`src/rtl/sap1_control_sequencer.sv`:
```
// SAP-1 control sequencer: T1..T6 ring counter, opcode decode, halt latch.
// Optional macro SAP1_SEQ_SKIP_IDLE_EN ends each instruction after its last active state.
module sap1_control_sequencer (
  input  logic        clk,
  input  logic        n_rst,
  input  logic [3:0]  opcode,
  output logic [11:0] ctrl,
  output logic [5:0]  t,
  output logic        hlt
);

  typedef enum logic [5:0] {
    T1 = 6'b000001,
    T2 = 6'b000010,
    T3 = 6'b000100,
    T4 = 6'b001000,
    T5 = 6'b010000,
    T6 = 6'b100000
  } ring_e;

  localparam logic [3:0] OP_LDA = 4'b0000;
  localparam logic [3:0] OP_ADD = 4'b0001;
  localparam logic [3:0] OP_SUB = 4'b0010;
  localparam logic [3:0] OP_OUT = 4'b1110;
  localparam logic [3:0] OP_HLT = 4'b1111;

  localparam logic [11:0] CW_IDLE = 12'h3E3;

  ring_e       ring_q, ring_d;
  ring_e       last;
  logic        hlt_q, hlt_d;
  logic        arm_q;
  logic [11:0] ctrl_w;

  always_ff @(posedge clk or negedge n_rst) begin
    if (!n_rst) arm_q <= 1'b0;
    else        arm_q <= 1'b1;
  end

  // Ring moves on the falling edge so ctrl is settled for every rising edge
  always_ff @(negedge clk or negedge n_rst) begin
    if (!n_rst) begin
      ring_q <= T1;
      hlt_q  <= 1'b0;
    end else begin
      ring_q <= ring_d;
      hlt_q  <= hlt_d;
    end
  end

  always_comb begin
    last = T6;
`ifdef SAP1_SEQ_SKIP_IDLE_EN
    unique case (opcode)
      OP_LDA:         last = T5;
      OP_ADD, OP_SUB: last = T6;
      OP_OUT:         last = T4;
      OP_HLT:         last = T6;
      default:        last = T3;
    endcase
`endif
  end

  always_comb begin
    ring_d = ring_q;
    hlt_d  = hlt_q;
    if (!$onehot(ring_q)) begin
      ring_d = T1;
    end else if (arm_q && !hlt_q) begin
      if (ring_q == T3 && opcode == OP_HLT) begin
        ring_d = T4;
        hlt_d  = 1'b1;
      end else if (ring_q == last) begin
        ring_d = T1;
      end else begin
        ring_d = ring_e'({ring_q[4:0], ring_q[5]});
      end
    end
  end

  always_comb begin
    ctrl_w = CW_IDLE;
    if (!hlt_q) begin
      unique case (ring_q)
        T1: ctrl_w = 12'h5E3;
        T2: ctrl_w = 12'hBE3;
        T3: ctrl_w = 12'h263;
        T4: begin
          unique case (opcode)
            OP_LDA, OP_ADD, OP_SUB: ctrl_w = 12'h1A3;
            OP_OUT:                 ctrl_w = 12'h3F2;
            default:                ctrl_w = CW_IDLE;
          endcase
        end
        T5: begin
          unique case (opcode)
            OP_LDA:         ctrl_w = 12'h2C3;
            OP_ADD, OP_SUB: ctrl_w = 12'h2E1;
            default:        ctrl_w = CW_IDLE;
          endcase
        end
        T6: begin
          unique case (opcode)
            OP_ADD:  ctrl_w = 12'h3C7;
            OP_SUB:  ctrl_w = 12'h3CF;
            default: ctrl_w = CW_IDLE;
          endcase
        end
        default: ctrl_w = CW_IDLE;
      endcase
    end
  end

  // Reset must idle the bus at once, even though T1 is the reset state
  assign ctrl = n_rst ? ctrl_w : CW_IDLE;
  assign t    = ring_q;
  assign hlt  = hlt_q;

endmodule

```
`config.mk`:
```
export PLATFORM = sky130hd
export DESIGN_NAME = sap1_control_sequencer
export DESIGN_NICKNAME = d
export VERILOG_FILES = /design/src/rtl/sap1_control_sequencer.sv
export SDC_FILE = /design/constraint.sdc
export NUM_CORES = 1
export LEC_CHECK = 0
export BUFFER_PORTS_ARGS = -buffer_cell sky130_fd_sc_hd__buf_2
export CAP_MARGIN = 5
export CORE_MARGIN = 1
export CORE_UTILIZATION = 50
export DETAILED_ROUTE_END_ITERATION = 8
export PLACE_DENSITY = 0.81
export SLEW_MARGIN = 30
export SYNTH_ARGS = -nofsm -noshare
export SYNTH_HDL_FRONTEND = slang
export SYNTH_SLANG_ARGS = --single-unit
```
`constraint.sdc`:
```
create_clock -name clk -period 7.6 [get_ports clk]
set_clock_uncertainty 0.2 [all_clocks]
set_input_delay 1.52 -clock clk [delete_from_list [all_inputs] [get_ports clk]]
set_output_delay 1.52 -clock clk [all_outputs]
set_load 0.01 [all_outputs]
```
==> results of run 1 <==
## synth_stat cells, drive strengths merged (3+ instances only)
cell type	n	area, um2
nor2	4	15.01
ha	4	50.05
nand2	6	22.52
inv	10	37.54
dfrtn	6	150.1
nand2b	4	25.02
fa	3	60.06
nor2b	3	18.77
## sequential cells by signal, summed over array words and instances (netlist names)
register / cells
hlt: 1
arm_q: 1
t: 6
## what timing repair did
action                     4_1_cts  5_1_grt
cloned                           0        0
setup endpoints to repair        1        1
pin swaps                        0        3
gates resized for setup          0        0
setup buffers                    2        3
## per-stage QoR
stage | std cells | area, um2 | hold slack, ps | util | setup slack (ps)
6_report | 125 | 884.6 | 331.4 | 0.6884 | 129.6
5_1_grt | 125 | 884.6 | 347.7 | 0.6884 | 58.67
2_1_floorplan | 79 | 689.4 | 317.0 | - | 330.2
4_1_cts | 122 | 862.1 | 325.7 | 0.6709 | 61.10
3_5_place_dp | 116 | 820.8 | 309.5 | 0.6388 | 252.6
3_3_place_gp | 116 | 820.8 | 284.9 | 0.6388 | 278.7
## kinds of logic (layout without fill, tap and decap cells)
kind of cell    count (synthesis)  count (layout)  synth area share
xor+xnor                        1               1           0.01271
fa+ha+maj                       7               7            0.1597
simple gates                   39              39            0.3448
flops                           8               8            0.2922
buf+inv                        12              43           0.06535
compound gates                 11              11            0.1198
other cells                     1               1          0.005439
## final timing paths
kind,start,to,slack [ps],depth (start not counted)
setup / recovery,hlt,ctrl[4],130,5
hold reg to reg,t[1],t[1],330,2
setup reg to reg,arm_q,t[3],2530,3
min in group asynchronous,n_rst,arm_q,900,1
hold / removal,t[1],t[1],330,2
max in group asynchronous,n_rst,t[0],2310,1
## cell usage in the layout, fill, tap and decap left out, types with 3 or more instances in the layout
cell type and count:
nand2_1 6, fa_1 3, inv_1 10, buf_2 24, clkbuf_4 3, nor2b_1 3, nor2_1 4, buf_4 5
ha_1 4, dfrtn_1 6, nand2b_1 4
## power by group
part	leakage (nW)	internal, mW	switching (mW)
clock	0.0203	0.0209	0.0177
combinational	0.322	0.0684	0.0935
sequential	0.105	0.0553	0.0158
total	0.447	0.145	0.127
## routing by layer
| layer | vias to the layer above | part of all wire |
|---|---|---|
| met5 | - | 0 |
| met2 | 39 | 0.48 |
| met1 | 328 | 0.44 |
| li1 | 342 | - |
| met4 | 0 | 0.014 |
| met3 | 6 | 0.066 |
## final cells by class
cell class,count,area share
Timing Repair Buffer,29,0.1782
Clock inverter,1,0.004243
Inverter,9,0.03819
Sequential cell,8,0.2277
Tap cell,15,0.02122
Multi-Input combinational cell,59,0.5007
Clock buffer,4,0.02970
## critical path, delay by kind of cell (launching register included)
family,cells,cell delay [ps]
buf+inv,2,310
flops,1,340
simple gates,3,1040
==> out/qor.yml, run 1 <==
critical_path:
  path_cells: "or3b_1 > or3_4 > buf_4 > nor4_1 > buf_2"
  path_class: "flop to output pin"
  cp_slowest_cell: "or3b_1"
  worstPathArrival_ps: 5750
  cp_max_fo: 4
  critPathRequiredTime_ps: 5880
  cp-start-kind: "flop"
  crit_path_end_kind: "output pin"
  cp_slowest_stage_delay_ps: 400
yosys:
  synthCells: 79
  ys_types: 36
  synth-seq-cells: 8
  yosysSeqAreaShare: 0.2922
  synth_ff_type: "dfrtn_1"
  yosysWarnings: 0
  synth_nets: 92
  synth-async-reset-ratio: 1.000
  synth_edf_count: 0
  avgSynthCellArea_um2: 8.727
  netlist_area_um2: 689.4
floorplanning:
  row_count: 13
  die_x_um: 39.13
  die-height_um: 39.13
  initial_core_util: 0.5365
  core-area_um2: 1285
  ios: 25
  die-area_um2: 1531
clock_network:
  cts_inserted_buffers: 3
  root_buffer: "clkbuf_4"
  clkLatencyLatePin_ps: 320
  cts_hold_buf: 0
  path_clk_slew_ps: 50
  cts_tree: "built"
  cts.path.max_buffers: 2
  cts.sinks: 8
  htreeDepth: 1
detailed_routing:
  firstDrtPassIters: 4
  wirelength_mm: 1.693
  antenna_left: 0
  drc: 0
  vias: 715
  viasPerCell: 5.720
  wl_per_cell_um: 13.54
  drtIter0Drc: 25
timing:
  tns_ps: 0
  relSlewSlack: 0.5824
  grt_setup_unrepaired: "no"
  setup_viol: 0
  tightest_slew_ps: 625.1
  maxSlewViolCount: 0
  finalHoldViolations: 0
grt:
  track_usage: 0.2412
  grt_pass1_vias: 587
  met3_usage: 0.06936
  top_usage_layer: "met2"
  grt_util_met2: 0.3583
  grt_pass1_wl_mm: 2.484
  antenna_found_initial: 0
  gr-total-overflow: 0
  use_met1: 0.3199
  grt_max_degree: 12
layout:
  fill_cells: 103
  multi_input_area_um2: 442.9
  nets: 124
  drive_gt1_frac: 0.3091
  antennaDiodeCount: 0
  syn2layout_area_growth_pct: 28.31
  seqCellArea_um2: 201.4
place:
  dp.final_hpwl_mm: 1.268
  gp_congestion: 0.8338
  numPortBuffers: 24
power_and_ir_drop:
  p_leak_nw: 0.4471
  power_density_nw_per_um2: 307.1
  p_total_uw: 271.7
  vdd_ir_drop_max_mv: 0.1959
outcome:
  run_status: "complete, no violations"
job:
  maxCapViolations: 0
min_path:
  hp-class: "flop to flop"
(Power assumes the default switching activity.)
==> run 2: changes to the inputs <==
BUFFER_PORTS_ARGS = default   (was -buffer_cell sky130_fd_sc_hd__buf_2)
DONT_BUFFER_PORTS = 1   (was default)
PLACE_DENSITY = default   (was 0.81)
==> run 2 against run 1 <==
  * Clock-buffer cell count unchanged
  * Sequential share of layout area up 4.2 points
  * Clock power about the same
  * Design area down 16%
  * Critical path depth down 2
  * Core utilization down 11 points
  * First-iteration DRC count down 64%
  * Hold slack better by 23 ps
  * Flip-flop and latch count unchanged
  * Combinational power down 10%
  * Wire length down 12%
  * Global-route usage down 3.0 points
==> out/qor.yml, run 2 (synthesized netlist as in run 1, its figures left out) <==
grt:
  antenna_found_initial: 0  # unchanged
  use_met1: 0.2266  # -0.09323
  grt_pass1_wl_mm: 2.070  # -17%
  met3_usage: 0.04046  # -0.02890
  gr-total-overflow: 0  # unchanged
  track_usage: 0.2116  # -0.02956
  top_usage_layer: "met2"
  grt_util_met2: 0.3750  # +0.01667
  grt_max_degree: 11  # -1
  grt_pass1_vias: 518  # -12%
detailed_routing:
  viasPerCell: 6.000  # +4.9%
  vias: 588  # -18%
  drc: 0  # unchanged
  drtIter0Drc: 9  # -64%
  firstDrtPassIters: 3  # -1
  wl_per_cell_um: 15.12  # +12%
  antenna_left: 0  # unchanged
  wirelength_mm: 1.482  # -12%
layout:
  drive_gt1_frac: 0.09639  # -0.2127
  fin_area_um2: 745.7  # -16%
  final_util: 0.5803  # -0.1081
  layout_commonest_cell: "inv_1"
  nets: 97  # -22%
  largest_reg_flops: 6  # unchanged
  mostFrequentLayoutCells: "10 x inv_1, 6 x nand2_1, 6 x dfrtn_1"
  fill_cells: 121  # +17%
  antennaDiodeCount: 0  # unchanged
  syn2layout_area_growth_pct: 8.167
clock_network:
  cts.path.max_buffers: 2  # unchanged
  root_buffer: "clkbuf_4"
  post_cts_buffers: 0  # -2
  cts_tree: "built"
  cts.sinks: 8  # unchanged
  clkLatencyLatePin_ps: 320  # about the same
  htreeDepth: 1  # unchanged
  path_clk_slew_ps: 40  # about the same
  cts_inserted_buffers: 3  # unchanged
  cts_hold_buf: 0  # unchanged
floorplanning:
  die-area_um2: 1531  # unchanged
  ios: 25  # unchanged
  row_count: 13  # unchanged
  die_x_um: 39.13  # unchanged
  die-height_um: 39.13  # unchanged
  initial_core_util: 0.5365  # unchanged
  core-area_um2: 1285  # unchanged
power_and_ir_drop:
  combPwrFrac: 0.572  # -0.024
  p_int_uw: 131.7  # -9.0%
  p_total_uw: 252.8  # -6.9%
  p_leak_nw: 0.3352  # -25%
  power_density_nw_per_um2: 339.0  # +10%
  vdd_ir_drop_max_mv: 0.2142  # +9.3%
  p_sw_uw: 121.2  # -4.6%
  p_clk_frac: 0.152  # +0.010
  seqPwrFrac: 0.276  # +0.014
  swShare: 0.4792  # +0.01157
min_path:
  hp-class: "flop to flop"
critical_path:
  cp_max_fo: 7  # +3
  cp_slowest_stage_delay_ps: 560  # +160 ps
  cp-start-kind: "flop"
  path_cells: "or3b_1 > or3_4 > or4_4"
  path_class: "flop to output pin"
  cp_slowest_cell: "or4_4"
  critPathRequiredTime_ps: 5880  # about the same
  worstPathArrival_ps: 5820  # +70 ps
  crit_path_end_kind: "output pin"
timing:
  setup_viol: 0  # unchanged
  maxSlewViolCount: 0  # unchanged
  tightest_slew_ps: 639.7  # +14.61 ps
  finalHoldViolations: 0  # unchanged
  tns_ps: 0  # unchanged
  relSlewSlack: 0.5696  # -0.01277
  grt_setup_unrepaired: "no"
job:
  maxCapViolations: 0  # unchanged
place:
  numPortBuffers: 0  # -100%
  dp.final_hpwl_mm: 1.160  # -8.6%
  dpl-instance-area_um2: 715.7  # -13%
  gp_congestion: 0.7840  # -6.0%
outcome:
  run_status: "complete, no violations"
==> run 2: changes by cell type in the layout (fill, tap and decap cells not counted), sizes merged <==
cell / previous run / this run
buf: 29 / 2
==> run 2: metrics by stage <==
step / hold WS, ps / cells / setup WS [ps]
floorplan: 317.0 / 79 / 330.2
global route: 389.8 / 98 / 5.748
finish: 354.2 / 98 / 61.85
global placement: 356.4 / 94 / 323.6
CTS: 366.4 / 98 / 20.94
detailed placement: 364.6 / 94 / 311.4
==> run 2: layout make-up <==
type | count | area (um2) | area share
Multi-Input combinational cell | 59 | 446.7 | 0.5990
Clock buffer | 4 | 26.28 | 0.03523
Timing Repair Buffer | 2 | 15.01 | 0.02013
Inverter | 9 | 33.78 | 0.04530
Sequential cell | 8 | 201.4 | 0.2701
Clock inverter | 1 | 3.754 | 0.005034
Tap cell | 15 | 18.77 | 0.02517
==> run 2: layer usage <==
layer	up-vias	wire, um	share of wire
met5	-	0	0
met4	0	31	0.021
met3	4	72	0.049
met2	18	726	0.49
met1	279	652	0.44
li1	287	-	-
==> run 2: final timing paths <==
path / slack (ps) / cells past startpoint / from / end
max: 60 / 3 / hlt / ctrl[0]
min: 350 / 1 / hlt / hlt
max reg2reg: 2580 / 3 / arm_q / t[3]
min reg2reg: 350 / 1 / hlt / hlt
max in group asynchronous: 2530 / 0 / n_rst / t[0]
min in group asynchronous: 750 / 0 / n_rst / arm_q
==> run 2: what timing repair did <==
item,4_1_cts,5_1_grt
resized for setup,0,1
endpoints found under the setup margin,0,1
hold endpoints to repair,0,0
==> run 2: critical path, delay by kind of cell (launching register included) <==
kind          cells  cell delay, ps
simple gates      3            1320
flops             1             420
==> run 2: power groups by stage <==
stage,logic (mW),registers (mW),clock network [mW]
after floorplan,0.115,0.0681,0.00165
after global placement,0.143,0.0706,0.00165
after detailed placement,0.144,0.0709,0.00165
after CTS,0.145,0.0702,0.0388
after global routing,0.163,0.0718,0.0416
final,0.145,0.0698,0.0385
==> run 3: changes to the inputs <==
CORE_UTILIZATION = 45   (was 50)
==> run 3 against run 2 <==
  * Cell count is 1.0% higher
  * Sequential share of layout area is 0.14 points lower
  * Sequential power is 0.6% lower
  * Critical path depth stayed put
  * First-iteration DRC count is 33% higher
  * Worst setup slack better by 58 ps
  * Design area is 0.50% higher
  * Via count is 1.2% higher
  * Core utilization is 3.2 points lower
  * Non-clock buffer count is 1 higher
  * Highest routed layer unchanged
==> out/qor.yml, run 3 (synthesized netlist as in run 1, its figures left out) <==
outcome:
  run_status: "complete, no violations"
floorplanning:
  ios: 25  # unchanged
  core-area_um2: 1366  # +6.3%
  initial_core_util: 0.5046  # -0.03194
  die-height_um: 41.14  # +5.1%
  die-area_um2: 1693  # +11%
  row_count: 13  # unchanged
  die_x_um: 41.14  # +5.1%
critical_path:
  cp_max_fo: 6  # -1
  cp_slowest_stage_delay_ps: 590  # +30 ps
  crit_path_end_kind: "output pin"
  crit_family: "simple AND/OR/NAND/NOR gates"
  r2r-start: "arm_q"
  worst-path-buf-inv: 0  # unchanged
  critPathLaunch: "t[5]"
  worstPathArrival_ps: 5760  # -60 ps
  cp_slowest_cell: "or4_1"
  cp-start-kind: "flop"
  path_cells: "or3b_1 > or3_4 > or4_1"
  path_class: "flop to output pin"
  critPathRequiredTime_ps: 5880  # about the same
timing:
  tns_ps: 0  # unchanged
  maxSlewViolCount: 0  # unchanged
  grt_setup_unrepaired: "no"
  setup_viol: 0  # unchanged
  whs_ps: 357.1  # +2.836 ps
  finalHoldViolations: 0  # unchanged
  setup_ws_ps: 119.4  # +57.51 ps
  tightest_slew_ps: 602.8  # -36.86 ps
  relSlewSlack: 0.5973  # +0.02764
detailed_routing:
  wirelength_mm: 1.476  # -0.40%
  drtIter0Drc: 12  # +3
  wl_per_cell_um: 14.91  # -1.4%
  firstDrtPassIters: 4  # +1
  vias: 595  # +1.2%
  drc: 0  # unchanged
  viasPerCell: 6.010  # +0.17%
  antenna_left: 0  # unchanged
clock_network:
  post_cts_buffers: 0  # unchanged
  cts_inserted_buffers: 3  # unchanged
  ctsResizeCount: 0  # unchanged
  cts.sinks: 8  # unchanged
  htreeDepth: 1  # unchanged
  cts_hold_buf: 0  # unchanged
  path_clk_slew_ps: 40  # about the same
  clkLatencyLatePin_ps: 320  # about the same
  cts.path.max_buffers: 2  # unchanged
  root_buffer: "clkbuf_4"
  cts_tree: "built"
layout:
  mostFrequentLayoutCells: "10 x inv_1, 6 x nand2_1, 6 x dfrtn_1"
  final_util: 0.5485  # -0.03180
  antennaDiodeCount: 0  # unchanged
  fin_area_um2: 749.5  # +0.50%
  seqCellArea_um2: 201.4  # unchanged
  final_cells: 99  # +1.0%
  drive_gt1_frac: 0.09524  # -0.001147
  syn2layout_area_growth_pct: 8.711
  layout_commonest_cell: "inv_1"
  fill_cells: 143  # +18%
  largest_reg_flops: 6  # unchanged
  nets: 98  # +1.0%
  multi_input_area_um2: 442.9  # -0.84%
grt:
  grt_pass1_vias: 479  # -7.5%
  antenna_found_initial: 0  # unchanged
  track_usage: 0.2135  # +0.001875
  grt_pass1_wl_mm: 2.201  # +6.3%
  gr-total-overflow: 0  # unchanged
  grt_max_degree: 11  # unchanged
job:
  maxCapViolations: 0  # unchanged
place:
  numPortBuffers: 0  # unchanged
  gp_congestion: 0.8596  # +9.6%
  post-place-ws_ps: 407.5  # +96.12 ps
  dp_cells: 95  # +1.1%
  dp.final_hpwl_mm: 1.177  # +1.5%
  dpl-instance-area_um2: 723.2  # +1.0%
power_and_ir_drop:
  p_leak_nw: 0.3390  # +1.1%
  vdd_ir_drop_max_mv: 0.1889  # -12%
  p_total_uw: 252.9  # about the same
  power_density_nw_per_um2: 337.4  # -0.48%
min_path:
  min-delay-start: "hlt"
  hp-class: "flop to flop"
## run 3: changes by cell type in the layout (fill, tap and decap cells not counted)
cell	change
buf_4	+1
or4_4	-1
or4_1	+1
## run 3: path summary, 6_finish.rpt
check,slack [ps],cells past startpoint,to
setup / recovery,120,3,ctrl[0]
hold / removal,360,2,hlt
hold reg to reg,360,2,hlt
max in group asynchronous,2530,0,t[0]
setup reg to reg,2580,3,t[3]
min in group asynchronous,740,0,arm_q
## run 3: cell type report
type | instances | share of cell area
multi-input cells | 59 | 0.5910
flip-flops and latches | 8 | 0.2688
inverters | 9 | 0.04508
clock buffers | 4 | 0.03506
repair buffers | 3 | 0.03005
well taps | 15 | 0.02504
clock inverters | 1 | 0.005008
## run 3: per-layer routing
metal  GRT usage  wire [um]  up-vias
met5           0          0        -
met4     0.09677         21        0
met3      0.1141        139        4
met2      0.2852        639       25
met1      0.2781        675      278
li1            -          -      288
## run 3: worst min-delay path, delay by kind of cell (launching register included)
| kind | cells | cell delay, ps |
|---|---|---|
| buffers and inverters | 1 | 150 |
| AO/OA/AOI/OAI | 1 | 80 |
| flip-flops | 1 | 410 |
## run 3: power by group
group / total, mW / internal [mW] / switching [mW]
sequential: 0.0694 / 0.0555 / 0.0139
clock: 0.0387 / 0.0209 / 0.0178
combinational: 0.145 / 0.0557 / 0.0891
